===== config.mk =====
export PLATFORM = sky130hd
export DESIGN_NAME = multicycle_ctrl_flat
export DESIGN_NICKNAME = d
export VERILOG_FILES = /design/src/rtl/multicycle_ctrl_pkg.sv /design/src/rtl/multicycle_ctrl_if.sv /design/src/rtl/multicycle_ctrl_decode.sv /design/src/rtl/multicycle_ctrl.sv /design/src/flat_wrapper.sv
export SDC_FILE = /design/constraint.sdc
export NUM_CORES = 1
export LEC_CHECK = 0
export BUFFER_PORTS_ARGS = -buffer_cell sky130_fd_sc_hd__buf_2
export CORE_ASPECT_RATIO = 0.8
export CORE_MARGIN = 10
export CORE_UTILIZATION = 38
export CTS_CLUSTER_DIAMETER = 100
export DETAILED_ROUTE_END_ITERATION = 8
export HOLD_SLACK_MARGIN = 0.08
export PLACE_DENSITY = 0.79
export SLEW_MARGIN = 0
export SYNTH_ARGS = -nofsm -noshare
export SYNTH_HDL_FRONTEND = slang
export SYNTH_HIERARCHICAL = 1
export SYNTH_SLANG_ARGS = --single-unit

===== constraint.sdc =====
create_clock -name clk -period 2.4 [get_ports clk]
set_input_delay 0.36 -clock clk [delete_from_list [all_inputs] [get_ports clk]]
set_output_delay 0.36 -clock clk [all_outputs]
set_load 0.005 [all_outputs]

===== src/rtl/multicycle_ctrl_pkg.sv =====
// Shared encodings for the RV32I multi-cycle sequencer: FSM states, opcodes,
// datapath select codes and the one-hot instruction class produced by mc_decode.
package multicycle_ctrl_pkg;

    localparam logic [2:0] ST_IDLE   = 3'd0;
    localparam logic [2:0] ST_FETCH  = 3'd1;
    localparam logic [2:0] ST_DECODE = 3'd2;
    localparam logic [2:0] ST_EXEC   = 3'd3;
    localparam logic [2:0] ST_MEM    = 3'd4;
    localparam logic [2:0] ST_WB     = 3'd5;
    localparam logic [2:0] ST_TRAP   = 3'd6;

    localparam logic [6:0] OPC_LOAD   = 7'b0000011;
    localparam logic [6:0] OPC_OP_IMM = 7'b0010011;
    localparam logic [6:0] OPC_AUIPC  = 7'b0010111;
    localparam logic [6:0] OPC_STORE  = 7'b0100011;
    localparam logic [6:0] OPC_OP     = 7'b0110011;
    localparam logic [6:0] OPC_LUI    = 7'b0110111;
    localparam logic [6:0] OPC_BRANCH = 7'b1100011;
    localparam logic [6:0] OPC_JALR   = 7'b1100111;
    localparam logic [6:0] OPC_JAL    = 7'b1101111;

    localparam logic [2:0] IMM_SEL_I = 3'd0;
    localparam logic [2:0] IMM_SEL_S = 3'd1;
    localparam logic [2:0] IMM_SEL_B = 3'd2;
    localparam logic [2:0] IMM_SEL_J = 3'd3;
    localparam logic [2:0] IMM_SEL_U = 3'd4;

    localparam logic [1:0] PC_SEL_PLUS4  = 2'd0;
    localparam logic [1:0] PC_SEL_BRANCH = 2'd1;
    localparam logic [1:0] PC_SEL_JALR   = 2'd2;

    localparam logic [1:0] ALU_A_RS1  = 2'd0;
    localparam logic [1:0] ALU_A_PC   = 2'd1;
    localparam logic [1:0] ALU_A_ZERO = 2'd2;

    localparam logic [1:0] WB_SEL_ALU = 2'd0;
    localparam logic [1:0] WB_SEL_MEM = 2'd1;
    localparam logic [1:0] WB_SEL_PC4 = 2'd2;

    typedef struct packed {
        logic load;
        logic store;
        logic branch;
        logic jal;
        logic jalr;
        logic opImm;
        logic op;
        logic lui;
        logic auipc;
    } inst_class_t;

    // OP has no immediate; it shares code 0 with the I format.
    function automatic logic [2:0] immSelFor(input inst_class_t c);
        logic [2:0] sel;
        sel = IMM_SEL_I;
        if (c.store)              sel = IMM_SEL_S;
        else if (c.branch)        sel = IMM_SEL_B;
        else if (c.jal)           sel = IMM_SEL_J;
        else if (c.lui | c.auipc) sel = IMM_SEL_U;
        return sel;
    endfunction

endpackage


===== src/rtl/multicycle_ctrl_if.sv =====
// Control bundle between the sequencer and the core datapath / memory port.
interface multicycle_ctrl_if;
    logic        run;
    logic [31:0] inst;
    logic        mem_ready;
    logic        br_taken;
    logic [2:0]  imm_sel;
    logic        ir_we;
    logic        pc_we;
    logic [1:0]  pc_sel;
    logic [1:0]  alu_a_sel;
    logic        alu_b_sel;
    logic        rf_we;
    logic [1:0]  wb_sel;
    logic        mem_req;
    logic        mem_we;
    logic        retire;
    logic        illegal;

    modport master (
        output run, inst, mem_ready, br_taken,
        input  imm_sel, ir_we, pc_we, pc_sel, alu_a_sel, alu_b_sel,
               rf_we, wb_sel, mem_req, mem_we, retire, illegal
    );

    modport slave (
        input  run, inst, mem_ready, br_taken,
        output imm_sel, ir_we, pc_we, pc_sel, alu_a_sel, alu_b_sel,
               rf_we, wb_sel, mem_req, mem_we, retire, illegal
    );
endinterface


===== src/rtl/multicycle_ctrl_decode.sv =====
// Combinational opcode classifier: one-hot instruction class plus an
// illegal flag for any opcode outside the supported RV32I subset.
module mc_decode
    import multicycle_ctrl_pkg::*;
(
    input  logic [6:0]  opcode_i,
    output inst_class_t class_o,
    output logic        illegal_o
);

    always_comb begin
        class_o   = '0;
        illegal_o = 1'b0;
        case (opcode_i)
            OPC_LOAD:   class_o.load   = 1'b1;
            OPC_STORE:  class_o.store  = 1'b1;
            OPC_BRANCH: class_o.branch = 1'b1;
            OPC_JAL:    class_o.jal    = 1'b1;
            OPC_JALR:   class_o.jalr   = 1'b1;
            OPC_OP_IMM: class_o.opImm  = 1'b1;
            OPC_OP:     class_o.op     = 1'b1;
            OPC_LUI:    class_o.lui    = 1'b1;
            OPC_AUIPC:  class_o.auipc  = 1'b1;
            default:    illegal_o      = 1'b1;
        endcase
    end

endmodule


===== src/rtl/multicycle_ctrl.sv =====
// Multi-cycle RV32I sequencer: walks each instruction through
// FETCH/DECODE/EXEC/MEM/WB and drives the datapath controls as Moore/Mealy outputs.
module multicycle_ctrl
    import multicycle_ctrl_pkg::*;
(
    input  logic               clk,
    input  logic               rst_n,
    multicycle_ctrl_if.slave   bus
);

    logic [2:0]  state_q, state_d;
    inst_class_t cls;
    logic        decIllegal;
    logic        retireNow;

    logic [2:0]  immSel;
    logic        irWe, pcWe, aluBSel, rfWe, memReq, memWe, illegalFlag;
    logic [1:0]  pcSel, aluASel, wbSel;

    // Only the opcode field matters here; the rest of the IR feeds the datapath.
    logic unused_inst;
    assign unused_inst = ^bus.inst[31:7];

    mc_decode uDecode (
        .opcode_i  (bus.inst[6:0]),
        .class_o   (cls),
        .illegal_o (decIllegal)
    );

    always_ff @(posedge clk or negedge rst_n) begin
        if (!rst_n) state_q <= ST_IDLE;
        else        state_q <= state_d;
    end

    always_comb begin
        state_d     = state_q;
        retireNow   = 1'b0;
        immSel      = IMM_SEL_I;
        irWe        = 1'b0;
        pcWe        = 1'b0;
        pcSel       = PC_SEL_PLUS4;
        aluASel     = ALU_A_RS1;
        aluBSel     = 1'b0;
        rfWe        = 1'b0;
        wbSel       = WB_SEL_ALU;
        memReq      = 1'b0;
        memWe       = 1'b0;
        illegalFlag = 1'b0;

        case (state_q)
            ST_IDLE: begin
                if (bus.run) state_d = ST_FETCH;
            end
            ST_FETCH: begin
                memReq = 1'b1;
                if (bus.mem_ready) begin
                    irWe    = 1'b1;
                    state_d = ST_DECODE;
                end
            end
            ST_DECODE: begin
                immSel  = immSelFor(cls);
                state_d = decIllegal ? ST_TRAP : ST_EXEC;
            end
            ST_EXEC: begin
                immSel = immSelFor(cls);
                if (cls.op) begin
                    state_d = ST_WB;
                end else if (cls.opImm) begin
                    aluBSel = 1'b1;
                    state_d = ST_WB;
                end else if (cls.load | cls.store) begin
                    aluBSel = 1'b1;
                    state_d = ST_MEM;
                end else if (cls.lui | cls.auipc) begin
                    aluASel = cls.lui ? ALU_A_ZERO : ALU_A_PC;
                    aluBSel = 1'b1;
                    state_d = ST_WB;
                end else if (cls.branch) begin
                    pcWe      = 1'b1;
                    pcSel     = bus.br_taken ? PC_SEL_BRANCH : PC_SEL_PLUS4;
                    retireNow = 1'b1;
                end else if (cls.jal | cls.jalr) begin
                    rfWe      = 1'b1;
                    wbSel     = WB_SEL_PC4;
                    pcWe      = 1'b1;
                    pcSel     = cls.jal ? PC_SEL_BRANCH : PC_SEL_JALR;
                    retireNow = 1'b1;
                end else begin
                    state_d = ST_TRAP;
                end
            end
            ST_MEM: begin
                immSel = immSelFor(cls);
                memReq = 1'b1;
                memWe  = cls.store;
                if (bus.mem_ready) begin
                    if (cls.store) begin
                        pcWe      = 1'b1;
                        retireNow = 1'b1;
                    end else begin
                        state_d = ST_WB;
                    end
                end
            end
            ST_WB: begin
                immSel    = immSelFor(cls);
                rfWe      = 1'b1;
                pcWe      = 1'b1;
                wbSel     = cls.load ? WB_SEL_MEM : WB_SEL_ALU;
                retireNow = 1'b1;
            end
            ST_TRAP: begin
                illegalFlag = 1'b1;
            end
            default: begin
                state_d = ST_IDLE;
            end
        endcase

        // run is only sampled at retire, so dropping it mid-instruction never aborts.
        if (retireNow) state_d = bus.run ? ST_FETCH : ST_IDLE;
    end

    assign bus.imm_sel   = immSel;
    assign bus.ir_we     = irWe;
    assign bus.pc_we     = pcWe;
    assign bus.pc_sel    = pcSel;
    assign bus.alu_a_sel = aluASel;
    assign bus.alu_b_sel = aluBSel;
    assign bus.rf_we     = rfWe;
    assign bus.wb_sel    = wbSel;
    assign bus.mem_req   = memReq;
    assign bus.mem_we    = memWe;
    assign bus.retire    = retireNow;
    assign bus.illegal   = illegalFlag;

endmodule

===== src/flat_wrapper.sv =====
// flat-port wrapper written by rule: the top's interface ports become plain ports
module multicycle_ctrl_flat import multicycle_ctrl_pkg::*;
  (clk, rst_n, bus_run, bus_inst, bus_mem_ready, bus_br_taken, bus_imm_sel, bus_ir_we, bus_pc_we, bus_pc_sel, bus_alu_a_sel, bus_alu_b_sel, bus_rf_we, bus_wb_sel, bus_mem_req, bus_mem_we, bus_retire, bus_illegal);
  multicycle_ctrl_if bus_i ();
  input  logic clk;
  input  logic rst_n;
  input wire logic [$bits(bus_i.run)-1:0] bus_run;
  input wire logic [$bits(bus_i.inst)-1:0] bus_inst;
  input wire logic [$bits(bus_i.mem_ready)-1:0] bus_mem_ready;
  input wire logic [$bits(bus_i.br_taken)-1:0] bus_br_taken;
  output wire logic [$bits(bus_i.imm_sel)-1:0] bus_imm_sel;
  output wire logic [$bits(bus_i.ir_we)-1:0] bus_ir_we;
  output wire logic [$bits(bus_i.pc_we)-1:0] bus_pc_we;
  output wire logic [$bits(bus_i.pc_sel)-1:0] bus_pc_sel;
  output wire logic [$bits(bus_i.alu_a_sel)-1:0] bus_alu_a_sel;
  output wire logic [$bits(bus_i.alu_b_sel)-1:0] bus_alu_b_sel;
  output wire logic [$bits(bus_i.rf_we)-1:0] bus_rf_we;
  output wire logic [$bits(bus_i.wb_sel)-1:0] bus_wb_sel;
  output wire logic [$bits(bus_i.mem_req)-1:0] bus_mem_req;
  output wire logic [$bits(bus_i.mem_we)-1:0] bus_mem_we;
  output wire logic [$bits(bus_i.retire)-1:0] bus_retire;
  output wire logic [$bits(bus_i.illegal)-1:0] bus_illegal;
  assign bus_i.run = bus_run;
  assign bus_i.inst = bus_inst;
  assign bus_i.mem_ready = bus_mem_ready;
  assign bus_i.br_taken = bus_br_taken;
  assign bus_imm_sel = bus_i.imm_sel;
  assign bus_ir_we = bus_i.ir_we;
  assign bus_pc_we = bus_i.pc_we;
  assign bus_pc_sel = bus_i.pc_sel;
  assign bus_alu_a_sel = bus_i.alu_a_sel;
  assign bus_alu_b_sel = bus_i.alu_b_sel;
  assign bus_rf_we = bus_i.rf_we;
  assign bus_wb_sel = bus_i.wb_sel;
  assign bus_mem_req = bus_i.mem_req;
  assign bus_mem_we = bus_i.mem_we;
  assign bus_retire = bus_i.retire;
  assign bus_illegal = bus_i.illegal;
  multicycle_ctrl u_core (.clk(clk), .rst_n(rst_n), .bus(bus_i));
endmodule

== Word level (Yosys, flattened, before mapping) ==
Index checks and enable logic that the tools add are counted.
Widths: inputs -> output; s select.
Word-level totals
  word-level logic and storage cells: 108
  output and inout bits: 17
  flip-flop bits (word level): 3
  input bits: 37
Cells by class
  bitwise gates (word level): 3
  equality and inequality tests: 22
  reduce and logical (&&, ||, !) cells: 6
  mux-type cells: 76
Operator list (count)
  $mux 3: 17
  $mux 2: 20
  $mux 1: 35
  $eq 7x6->1 const B: 3
  $eq 7x7->1 const B: 3
  $pmux 3 s6: 1
  $eq 7x5->1 const B: 2
  $ne 3x3->1 const B: 4
  $eq 3x3->1 const B: 3
  $reduce_or 9->1: 1
  $eq 7x2->1 const B: 1
  $ne 7x3->1 const B: 1
  $ne 7x7->1 const B: 1
  $reduce_and 7->1: 1
  $eq 3x2->1 const B: 2
  $pmux 2 s2: 1
  $reduce_or 2->1: 2
  $reduce_or 4->1: 1
  $eq 3x1->1 const B: 1
  $logic_not 3->1: 1
  $or 1x1->1: 3
  $pmux 1 s3: 1
  $ne 2x1->1 const B: 1
  $pmux 1 s2: 1

== Logic depth before layout (Yosys ltp) ==
Gate-level depths: netlist of run 1.
  word-level depth: 12
  gate-level depth with buffers: 8
  depth with buffers taken out: 8

== Modules after synthesis ==
The synthesis of run 1 kept the hierarchy.
By module, submodules not included
  multicycle_ctrl: times used 1, area each 500.5 um^2, cells each 67, sequential area each 75.1 um^2
  mc_decode: times used 1, area each 147.6 um^2, cells each 21, sequential area each 0.0 um^2

== Worst setup path after synthesis of run 1 ==
OpenSTA, ideal clock, no wires.
  kind: in2out
  from: input port bus_inst[2]
  to: output port bus_retire
  data arrival time: 1.827 ns
  cell stages on the path: 8
  required time: 2.040 ns
  path slack: 0.213 ns
  buffers on the path: 1
  cell sequence: inv_1 nand4_4 nor4b_2 nor3_2 and4b_4 o22ai_2 inv_1 buf_4
RTL lines
  start: declaration: RTL line flat_wrapper.sv:8  | input wire logic [$bits(bus_i.inst)-1:0] bus_inst;
  end: declaration: RTL line flat_wrapper.sv:21  | output wire logic [$bits(bus_i.retire)-1:0] bus_retire;

==> impl_results.md, run 1 <==
- Sw Share: 0.480
- Global-route usage over all layers: 0.102
- Share of cells above drive strength 1: 0.433
- Largest net degree at the start of global routing: 14
- Gate Count Post-Synth: 88
- Antenna Nets Post-Route: 0
- Syn nets: 126
- Top Ports: 54
- Data required time of the critical path: 2.04 ns
- Count of max-cap constraint violations: 0
- Post-synthesis sequential area ratio: 0.116
- Top flop regs: u_core/state_q (3)
- FF+latch count, synth: 3
- Most frequent cell after synthesis: nor2_1
- Initial core utilization: 0.398
- Netlist cell types: 41
- Fin. Hold Viols: 0
- 1st-iter DRT viols: 22
- Final total power: 0.665 mW
- Vias in the first global route: 778
- Outcome: finished clean
- RSZ-0062 raised after global routing: false
- Clock Path Buffers: 2
- Core outline area: 1630 um^2
- Clk pwr share: 0.137
- Clock skew: 0.00197 ns
- Final Wtd Congestion: 0.823
- Synth warn: 6
- Die Ht: 56.9 um
- Max stage delay on crit path: 0.23 ns
- Total CTS buffers: 3
- Net count, final: 166
- Final std cells w/o fill: 149
- Rows: 13
- Pre-Repair DR Iteration Count: 4
- Reg power frac: 0.180
- TritonCTS clock tree: built
- Placed Cells: 141
- Top cells by area, synth: dfrtp_1 (12%), nor2_1 (9.3%), nor3_1 (6.9%), a21oi_1 (3.9%), and3_1 (3.9%)
- Final TNS setup: 0 ns
- Min Tclk post-route: 2.27 ns
- Total congestion overflow: 0
- Multi-input logic area: 548 um^2
- HPWL Detailed: 1.62 mm
- Hold_ws: 0.389 ns
- Vias/cell: 5.44
- PnR worst setup slack: 0.125 ns
- Crit start category: input port
- Biggest register: u_core/state_q
- Clock sink count: 3
- Mapped Avg Cell Area: 7.37 um^2
- Ys async rst share: 1.00
- Die ar.: 3770 um^2
- EDFF count, synth: 0
- CTS Root Cell: clkbuf_4
- Syn-to-layout area delta: 40.9%
- Fin. max-slew vios: 0
- Dpl ws: 0.113 ns
- Int Pwr: 0.346 mW
- Setup violators final: 0
- Worst-path cell chain: buf_2 -> inv_1 -> nand4_4 -> nor4b_2 -> buf_4 -> a21oi_1 -> nor3_1 -> o22ai_2 -> inv_1 -> buf_2
- Number of flip-flops in the largest register: 3
- Area share of the largest cell type after synthesis: 0.116
- Top delay family on crit path: buffers and inverters
- Worst skew pair latency: 0.23 ns
- Max Freq: 0.440 GHz
- Max VDD drop: 0.000507 V
- Power density over the cells: 728 nW/um^2
- Setup crit end kind: output pin
- Crit path kind: input port to output pin
- Min-Delay Path Class: input port to register
- Leading area contributor after synthesis: dfrtp_1
- Switching power: 0.319 mW
- Top cells by count, synth: nor2_1 (16), nor3_1 (9), a21oi_1 (5), nand2_1 (5)
- Synthesized area: 648 um^2
- Ant. Diodes: 0
- I/O Buffers: 28
- Drc violations: 0
- Antenna violations before repair: 0
- First-pass GRT wire length: 3.26 mm
- Slew @ Worst Pin: 0.346 ns
- Static Leak: 0.476 nW
- WP data arrival: 1.91 ns
- Die X: 66.2 um
- Crit path max fanout: 6
- Main synth FF type: dfrtp_1
- Filler cell count: 163
- Final wirelength: 2.12 mm
- Clk slew on worst S/H paths: 0.04 ns
- Final worst path period share: 0.948
- Max H-tree Level: 1
- FF/Latch Area: 75.1 um^2
- CP bufs+invs: 5
- Total number of vias: 811
- CP max stage cell: nor4b_2
- Logic pwr share: 0.682
- Rel. slew slack: 0.769
- WL/cell: 14.2 um
-- worst register-to-register path, delay by kind of cell (launching register included) --
kind	cells	cell delay, ns
AND/OR/NAND/NOR	2	0.51
buffers and inverters	1	0.21
AO/OA/AOI/OAI	3	0.56
flip-flops	1	0.46
-- final timing paths --
check	endpoint	slack, ns	from	cells past startpoint
setup reg to reg	u_core/state_q[0]$_DFFE_PN0P_	0.59	u_core/state_q[0]$_DFFE_PN0P_	6
setup / recovery	bus_retire	0.13	bus_inst[2]	10
min in group asynchronous	u_core/state_q[0]$_DFFE_PN0P_	0.47	rst_n	2
hold reg to reg	u_core/state_q[1]$_DFFE_PN0P_	0.73	u_core/state_q[0]$_DFFE_PN0P_	2
max in group asynchronous	u_core/state_q[2]$_DFFE_PN0P_	1.83	rst_n	2
hold / removal	u_core/state_q[0]$_DFFE_PN0P_	0.39	bus_run	2
-- layer usage --
layer	wire, um	vias to the layer above	GRT usage
met3	163	2	0.0195
met1	899	371	0.122
met5	0	-	0
met2	1050	27	0.179
met4	7	0	0.0269
li1	-	411	-
-- cell type report --
class	instances	share of cell area
Sequential cell	3	0.0822
Multi-Input combinational cell	77	0.600
Timing Repair Buffer	38	0.238
Tap cell	22	0.0301
Inverter	5	0.0205
Clock buffer	4	0.0288
-- power groups by stage --
stage	registers [mW]	clock network, mW	logic [mW]
floorplan	0.107	0	0.332
global placement	0.118	0	0.427
detailed placement	0.120	0	0.439
CTS	0.119	0.0940	0.442
global route	0.124	0.0956	0.493
finish	0.120	0.0913	0.454
-- cell usage in the layout, fill, tap and decap left out, drive strengths merged --
cell type | netlist | layout
o221a | 1 | 1
a21o | 1 | 1
nand2 | 5 | 5
and3 | 4 | 4
o31ai | 1 | 1
nor4 | 1 | 1
o2111ai | 1 | 1
nor2b | 4 | 4
buf | 3 | 37
nor3 | 10 | 10
o22a | 1 | 1
nor2 | 16 | 16
o311a | 1 | 1
dfrtp | 3 | 3
nand2b | 2 | 2
dlygate4sd3 | 0 | 1
and4bb | 1 | 1
nand3b | 2 | 2
clkbuf | 0 | 4
o21ai | 5 | 5
nand4 | 2 | 2
inv | 5 | 5
and4b | 2 | 2
or3 | 1 | 1
nand3 | 3 | 3
a31oi | 1 | 1
a21oi | 5 | 5
ha | 1 | 1
and2b | 1 | 1
o22ai | 1 | 1
nor4b | 2 | 2
a21boi | 1 | 1
a211oi | 1 | 1
-- per-stage QoR --
step / instance area [um^2] / utilization
after floorplan: 648 / -
after global placement: 843 / 0.518
after detailed placement: 843 / 0.518
after CTS: 880 / 0.541
after global routing: 913 / 0.562
final: 913 / 0.562
-- kinds of logic after synthesis --
group	after synthesis	share of synthesized area
fa+ha+maj	1	0.0193
compound gates	20	0.249
simple gates	56	0.560
buf+inv	8	0.0560
flops	3	0.116
-- what timing repair did --
item	in CTS	in global routing
setup endpoints to repair	0	3
hold buffers	1	0
setup buffers	0	3
hold endpoints to repair	3	0
gates resized for setup	0	2
Power figures use the tool's default switching activity.
==> run 2, diff against run 1 <==
--- a/config.mk
+++ b/config.mk
@@ -6,9 +6,8 @@
 export NUM_CORES = 1
 export LEC_CHECK = 0
 export BUFFER_PORTS_ARGS = -buffer_cell sky130_fd_sc_hd__buf_2
-export CORE_ASPECT_RATIO = 0.8
 export CORE_MARGIN = 10
-export CORE_UTILIZATION = 38
+export CORE_UTILIZATION = 35
 export CTS_CLUSTER_DIAMETER = 100
 export DETAILED_ROUTE_END_ITERATION = 8
 export HOLD_SLACK_MARGIN = 0.08
@@ -16,5 +15,4 @@
 export SLEW_MARGIN = 0
 export SYNTH_ARGS = -nofsm -noshare
 export SYNTH_HDL_FRONTEND = slang
-export SYNTH_HIERARCHICAL = 1
 export SYNTH_SLANG_ARGS = --single-unit
==> impl_results.md, run 2 <==
- TritonCTS clock tree: built (unchanged)
- Synthesized area: 539 um^2 (was 648 um^2)
- Leading area contributor after synthesis: dfrtp_1 (unchanged)
- Drc violations: 0 (unchanged)
- Clk pwr share: 0.169 (was 0.137)
- Top flop regs: u_core.state_q (3) (was u_core/state_q (3))
- Ant. Diodes: 0 (unchanged)
- CTS Root Cell: clkbuf_4 (unchanged)
- Crit path max fanout: 13 (was 6)
- Sw Share: 0.479 (was 0.480)
- Clock skew: 0.00372 ns (was 0.00197 ns)
- WP data arrival: 1.73 ns (was 1.91 ns)
- Slew @ Worst Pin: 0.403 ns (was 0.346 ns)
- Total number of vias: 695 (was 811)
- I/O Buffers: 28 (unchanged)
- Crit path launch: u_core.state_q[1]$_DFFE_PN0P_ (was bus_inst[2])
- Antenna Nets Post-Route: 0 (unchanged)
- Syn nets: 119 (was 126)
- RSZ-0062 raised after global routing: false (unchanged)
- Pre-Repair DR Iteration Count: 4 (unchanged)
- Count of max-cap constraint violations: 0 (unchanged)
- Clock Path Buffers: 2 (unchanged)
- Rel. slew slack: 0.732 (was 0.769)
- Total CTS buffers: 3 (unchanged)
- Ys async rst share: 1.00 (unchanged)
- Min-Delay Path Class: input port to register (unchanged)
- Logic pwr share: 0.563 (was 0.682)
- Mapped Avg Cell Area: 6.58 um^2 (was 7.37 um^2)
- WL/cell: 13.8 um (was 14.2 um)
- Number of flip-flops in the largest register: 3 (unchanged)
- Data required time of the critical path: 2.04 ns (about the same)
- Setup violators final: 0 (unchanged)
- Final TNS setup: 0 ns (unchanged)
- Antenna violations before repair: 0 (unchanged)
- Hold Startpoint: bus_run (unchanged)
- Gate Count Post-Synth: 82 (was 88)
- Main synth FF type: dfrtp_1 (unchanged)
- Total congestion overflow: 0 (unchanged)
- Global-route usage over all layers: 0.0970 (was 0.102)
- Int Pwr: 0.273 mW (was 0.346 mW)
- Vias/cell: 5.56 (was 5.44)
- Worst-path cell chain: inv_1 -> nor2_1 -> nand4_1 -> nand3_1 -> buf_2 (was buf_2 -> inv_1 -> nand4_4 -> nor4b_2 -> buf_4 -> a21oi_1 -> nor3_1 -> o22ai_2 -> inv_1 -> buf_2)
- Rows: 14 (was 13)
- CP bufs+invs: 2 (was 5)
- CP max stage cell: dfrtp_1 (was nor4b_2)
- Top cells by count, synth: nand2_1 (9), nand3_1 (8), nor2_1 (8) (was nor2_1 (16), nor3_1 (9), a21oi_1 (5), nand2_1 (5))
- Syn-to-layout area delta: 29.5% (was 40.9%)
- Fin. Hold Viols: 0 (unchanged)
- Die X: 59.3 um (was 66.2 um)
- Static Leak: 0.334 nW (was 0.476 nW)
- Clock sink count: 3 (unchanged)
- Commonest cells after routing, fill and taps aside: buf_2 (28), nand2_1 (9), nand3_1 (8), nor2_1 (8) (was buf_2 (28), nor2_1 (16), buf_4 (9))
- Dpl ws: 0.556 ns (was 0.113 ns)
- Power density over the cells: 752 nW/um^2 (was 728 nW/um^2)
- EDFF count, synth: 0 (unchanged)
- Commonest non-fill, non-tap cell in the layout: buf_2 (unchanged)
- Top cells by area, synth: dfrtp_1 (14%), nand2b_1 (8.1%), nand3_1 (7.4%), a21oi_1 (6.5%), nand2_1 (6.3%) (was dfrtp_1 (12%), nor2_1 (9.3%), nor3_1 (6.9%), a21oi_1 (3.9%), and3_1 (3.9%))
- Die Ht: 59.3 um (was 56.9 um)
- Net count, final: 147 (was 166)
- Biggest register: u_core.state_q (was u_core/state_q)
- Crit start category: register (was input port)
- Max stage delay on crit path: 0.58 ns (was 0.23 ns)
- Crit path kind: register to output pin (was input port to output pin)
- HPWL Detailed: 1.36 mm (was 1.62 mm)
- Initial core utilization: 0.362 (was 0.398)
- Min Tclk post-route: 2.09 ns (was 2.27 ns)
- Worst r2r src: u_core.state_q[1]$_DFFE_PN0P_ (was u_core/state_q[0]$_DFFE_PN0P_)
- PnR worst setup slack: 0.308 ns (was 0.125 ns)
- Most frequent cell after synthesis: nand2_1 (was nor2_1)
- Clk slew on worst S/H paths: 0.04 ns (about the same)
- Core outline area: 1490 um^2 (was 1630 um^2)
- Largest net degree at the start of global routing: 14 (unchanged)
- Final wirelength: 1.72 mm (was 2.12 mm)
- Max H-tree Level: 1 (unchanged)
- Netlist cell types: 31 (was 41)
- First-pass GRT wire length: 2.88 mm (was 3.26 mm)
- Top Ports: 54 (unchanged)
- Max VDD drop: 0.000312 V (was 0.000507 V)
- Synth warn: 0 (was 6)
- Die ar.: 3510 um^2 (was 3770 um^2)
- 1st-iter DRT viols: 24 (was 22)
- Layout Utilization: 0.469 (was 0.562)
- Setup crit end kind: output pin (unchanged)
- Share of cells above drive strength 1: 0.330 (was 0.433)
- FF+latch count, synth: 3 (unchanged)
- Post-synthesis sequential area ratio: 0.139 (was 0.116)
- Max Freq: 0.478 GHz (was 0.440 GHz)
- Top delay family on crit path: simple AND/OR/NAND/NOR gates (was buffers and inverters)
- Final Wtd Congestion: 0.780 (was 0.823)
- Reg power frac: 0.267 (was 0.180)
- Area share of the largest cell type after synthesis: 0.139 (was 0.116)
- Outcome: finished clean (unchanged)
- Fin. max-slew vios: 0 (unchanged)
- Switching power: 0.252 mW (was 0.319 mW)
- Vias in the first global route: 647 (was 778)
- Final total power: 0.525 mW (was 0.665 mW)
- R2R Setup Slk: 0.62 ns (was 0.59 ns)
- Hold_ws: 0.382 ns (was 0.389 ns)
- Final worst path period share: 0.872 (was 0.948)
- Worst skew pair latency: 0.23 ns (about the same)
[run 2: changes by cell type in the layout (fill, tap and decap cells not counted), sizes merged, moves of 5 or more]
cell and delta:
nand3 +5, nor2 -8, nand2b +5, buf -9, nor3 -5
[run 2: power groups by stage]
stage                     logic [mW]  clock network, mW  registers, mW
after floorplan                0.275                  0         0.0828
after global placement         0.282                  0          0.136
after detailed placement       0.288                  0          0.138
after CTS                      0.294             0.0888          0.138
after global routing           0.327             0.0980          0.149
final                          0.296             0.0888          0.140
[run 2: final timing paths]
path | to | cells past startpoint
min reg2reg | u_core.state_q[2]$_DFFE_PN0P_ | 2
min | u_core.state_q[0]$_DFFE_PN0P_ | 2
max reg2reg | u_core.state_q[0]$_DFFE_PN0P_ | 5
min in group asynchronous | u_core.state_q[2]$_DFFE_PN0P_ | 2
max in group asynchronous | u_core.state_q[1]$_DFFE_PN0P_ | 2
max | bus_retire | 5
[run 2: kinds of logic (layout without fill, tap and decap cells)]
| family | Yosys count | after routing | synth area share |
|---|---|---|---|
| xor gates and xnor gates | 1 | 1 | 0.0162 |
| and+or+nand+nor | 50 | 50 | 0.517 |
| buffers and inverters | 11 | 38 | 0.104 |
| DFF | 3 | 3 | 0.139 |
| muxes | 1 | 1 | 0.0186 |
| AOI/OAI and AO/OA | 16 | 16 | 0.204 |
[run 2: area by class of cell]
class,instances,area [um^2]
clock buffers,4,26.3
fillers,140,791
inverters,5,18.8
multi-input cells,68,408
flip-flops and latches,3,75.1
well taps,16,20.0
repair buffers,29,150
[run 2: metrics by stage]
step | cells | instance area (um^2)
after floorplan | 82 | 539
after global placement | 120 | 662
after detailed placement | 120 | 662
after CTS | 125 | 698
after global routing | 125 | 698
final | 125 | 698
[run 2: worst reg2reg max path: cells and delay by family (launching register included)]
| kind | cells | cell delay (ns) |
|---|---|---|
| simple gates | 3 | 0.63 |
| compound gates | 1 | 0.28 |
| buf+inv | 1 | 0.18 |
| flops | 1 | 0.58 |
[run 2: routing by layer]
metal,GRT usage,vias to the layer above,share of wire
met4,0.0295,0,0
met2,0.174,29,0.52
met1,0.107,314,0.38
met5,0,-,0
met3,0.0258,0,0.10
li1,-,352,-
[run 2: what timing repair did]
| action | in CTS | in global routing |
|---|---|---|
| hold buffers | 1 | 0 |
| resized for setup | 0 | 0 |
| endpoints found under the hold margin | 3 | 0 |
| endpoints found under the setup margin | 0 | 0 |
| setup buffers | 0 | 0 |
==> run 3, diff against run 2 <==
--- a/config.mk
+++ b/config.mk
@@ -6,12 +6,15 @@
 export NUM_CORES = 1
 export LEC_CHECK = 0
 export BUFFER_PORTS_ARGS = -buffer_cell sky130_fd_sc_hd__buf_2
+export CELL_PAD_IN_SITES_DETAIL_PLACEMENT = 0
+export CELL_PAD_IN_SITES_GLOBAL_PLACEMENT = 1
+export CORE_ASPECT_RATIO = 0.8
 export CORE_MARGIN = 10
-export CORE_UTILIZATION = 35
+export CORE_UTILIZATION = 21
 export CTS_CLUSTER_DIAMETER = 100
 export DETAILED_ROUTE_END_ITERATION = 8
 export HOLD_SLACK_MARGIN = 0.08
-export PLACE_DENSITY = 0.79
+export PLACE_DENSITY_LB_ADDON = 0.1
 export SLEW_MARGIN = 0
 export SYNTH_ARGS = -nofsm -noshare
 export SYNTH_HDL_FRONTEND = slang
==> impl_results.md, run 3 (synthesis gave the netlist of run 2 again) <==
- Outcome: finished clean (unchanged)
- FF/Latch Area: 75.1 um^2 (unchanged)
- Final TNS setup: 0 ns (unchanged)
- Crit start category: register (unchanged)
- Number of flip-flops in the largest register: 3 (unchanged)
- Final wirelength: 1.99 mm (was 1.72 mm)
- Max stage delay on crit path: 0.53 ns (was 0.58 ns)
- Max H-tree Level: 1 (unchanged)
- WL/cell: 13.7 um (was 13.8 um)
- Biggest register: u_core.state_q (unchanged)
- Syn-to-layout area delta: 35.5% (was 29.5%)
- CP bufs+invs: 1 (was 2)
- Setup violators final: 0 (unchanged)
- Filler cell count: 296 (was 140)
- Multi-input logic area: 408 um^2 (unchanged)
- I/O Buffers: 28 (unchanged)
- Crit path launch: u_core.state_q[2]$_DFFE_PN0P_ (was u_core.state_q[1]$_DFFE_PN0P_)
- Min-Delay Path Class: input port to register (unchanged)
- Die X: 76.7 um (was 59.3 um)
- Fin. max-slew vios: 0 (unchanged)
- Top delay family on crit path: simple AND/OR/NAND/NOR gates (unchanged)
- Commonest non-fill, non-tap cell in the layout: buf_2 (unchanged)
- Resize count post-CTS: 0 (unchanged)
- Vias/cell: 4.77 (was 5.56)
- Rel. slew slack: 0.776 (was 0.732)
- Fin area: 731 um^2 (was 698 um^2)
- Ant. Diodes: 0 (unchanged)
- Worst r2r src: u_core.state_q[2]$_DFFE_PN0P_ (was u_core.state_q[1]$_DFFE_PN0P_)
- Power density over the cells: 751 nW/um^2 (was 752 nW/um^2)
- Drc violations: 0 (unchanged)
- Dpl ws: 0.489 ns (was 0.556 ns)
- TritonCTS clock tree: built (unchanged)
- Data required time of the critical path: 2.04 ns (about the same)
- Largest net degree at the start of global routing: 14 (unchanged)
- 1st-iter DRT viols: 27 (was 24)
- FF-to-FF End: u_core.state_q[0]$_DFFE_PN0P_ (unchanged)
- Commonest cells after routing, fill and taps aside: buf_2 (28), nand2_1 (9), nand3_1 (8), nor2_1 (8) (unchanged)
- First-pass GRT wire length: 3.25 mm (was 2.88 mm)
- RSZ-0062 raised after global routing: false (unchanged)
- Max VDD drop: 0.000232 V (was 0.000312 V)
- Top Ports: 54 (unchanged)
- Max Freq: 0.457 GHz (was 0.478 GHz)
- Min Tclk post-route: 2.19 ns (was 2.09 ns)
- Clock sink count: 3 (unchanged)
- Fin. Hold Viols: 0 (unchanged)
- HPWL Detailed: 1.65 mm (was 1.36 mm)
- Layout Utilization: 0.299 (was 0.469)
- Vias in the first global route: 657 (was 647)
- Total CTS buffers: 3 (unchanged)
- CTS Root Cell: clkbuf_4 (unchanged)
- Antenna violations before repair: 0 (unchanged)
- Share of cells above drive strength 1: 0.336 (was 0.330)
- Total number of vias: 697 (was 695)
- Worst-path cell chain: nor3b_1 -> and4bb_4 -> nand2_1 -> nand3_1 -> buf_2 (was inv_1 -> nor2_1 -> nand4_1 -> nand3_1 -> buf_2)
- Clock Path Buffers: 2 (unchanged)
- CP max stage cell: dfrtp_1 (unchanged)
- Slew @ Worst Pin: 0.335 ns (was 0.403 ns)
- Antenna Nets Post-Route: 0 (unchanged)
- Worst setup endpoint: bus_retire (unchanged)
- Crit path kind: register to output pin (unchanged)
- Setup crit end kind: output pin (unchanged)
- Clk slew on worst S/H paths: 0.04 ns (about the same)
- Critical Path Stages: 5 (unchanged)
- WP data arrival: 1.83 ns (was 1.73 ns)
- R2R Setup Slk: 0.59 ns (was 0.62 ns)
- Die Ht: 65.3 um (was 59.3 um)
- Initial core utilization: 0.221 (was 0.362)
- Hold Path Stages: 2 (unchanged)
- Net count, final: 148 (was 147)
- Cell Area, Placed: 694 um^2 (was 662 um^2)
- Total congestion overflow: 0 (unchanged)
- Register-to-Register Path Depth: 5 (unchanged)
- Worst skew pair latency: 0.24 ns (was 0.23 ns)
- Final Wtd Congestion: 0.764 (was 0.780)
- Static Leak: 0.339 nW (was 0.334 nW)
- Count of max-cap constraint violations: 0 (unchanged)
- PnR worst setup slack: 0.210 ns (was 0.308 ns)
- Final worst path period share: 0.913 (was 0.872)
- Rows: 16 (was 14)
- Top flop regs: u_core.state_q (3) (unchanged)
- Crit path max fanout: 10 (was 13)
- Clock skew: 0.00291 ns (was 0.00372 ns)
- Core outline area: 2440 um^2 (was 1490 um^2)
- Die ar.: 5010 um^2 (was 3510 um^2)
- Global-route usage over all layers: 0.0787 (was 0.0970)
- Pre-Repair DR Iteration Count: 4 (unchanged)
==> run 3: final cells by class <==
| type | count | share of cell area |
|---|---|---|
| repair buffers | 30 | 0.216 |
| clock buffers | 4 | 0.0360 |
| inverters | 5 | 0.0257 |
| multi-input cells | 68 | 0.558 |
| well taps | 36 | 0.0616 |
| flip-flops and latches | 3 | 0.103 |
==> run 3: what timing repair did <==
action / CTS / global route
hold buffers: 1 / 0
setup buffers: 0 / 0
endpoints found under the hold margin: 3 / 0
==> run 3: how the worst min path moves through the flow <==
stage               slack [ns]  startpoint                            end
floorplan                 0.06       rst_n  u_core.state_q[0]$_DFFE_PN0P_
global placement          0.16       rst_n  u_core.state_q[0]$_DFFE_PN0P_
detailed placement        0.16       rst_n  u_core.state_q[1]$_DFFE_PN0P_
CTS                       0.39     bus_run  u_core.state_q[0]$_DFFE_PN0P_
global route              0.39     bus_run  u_core.state_q[0]$_DFFE_PN0P_
finish                    0.40     bus_run  u_core.state_q[0]$_DFFE_PN0P_
==> run 3: metal layers <==
metal  routed length, um  GRT usage  up-vias
met5                   0          0        -
met4                  19     0.0417        0
met3                  92     0.0190        2
met2                 913      0.122       18
met1                 968     0.0995      326
li1                    -          -      351
==> run 3: report_power, final <==
part | total (mW) | switching, mW | internal, mW
Combinational | 0.324 | 0.176 | 0.147
Sequential | 0.134 | 0.0601 | 0.0739
Clock | 0.0913 | 0.0288 | 0.0625
==> run 3: per-stage QoR <==
stage                     std cells  hold slack (ns)  total power [mW]
after floorplan                  82           0.0644             0.357
after global placement          141            0.156             0.464
after detailed placement        141            0.159             0.457
after CTS                       146            0.393             0.553
after global routing            146            0.390             0.606
final                           146            0.397             0.549
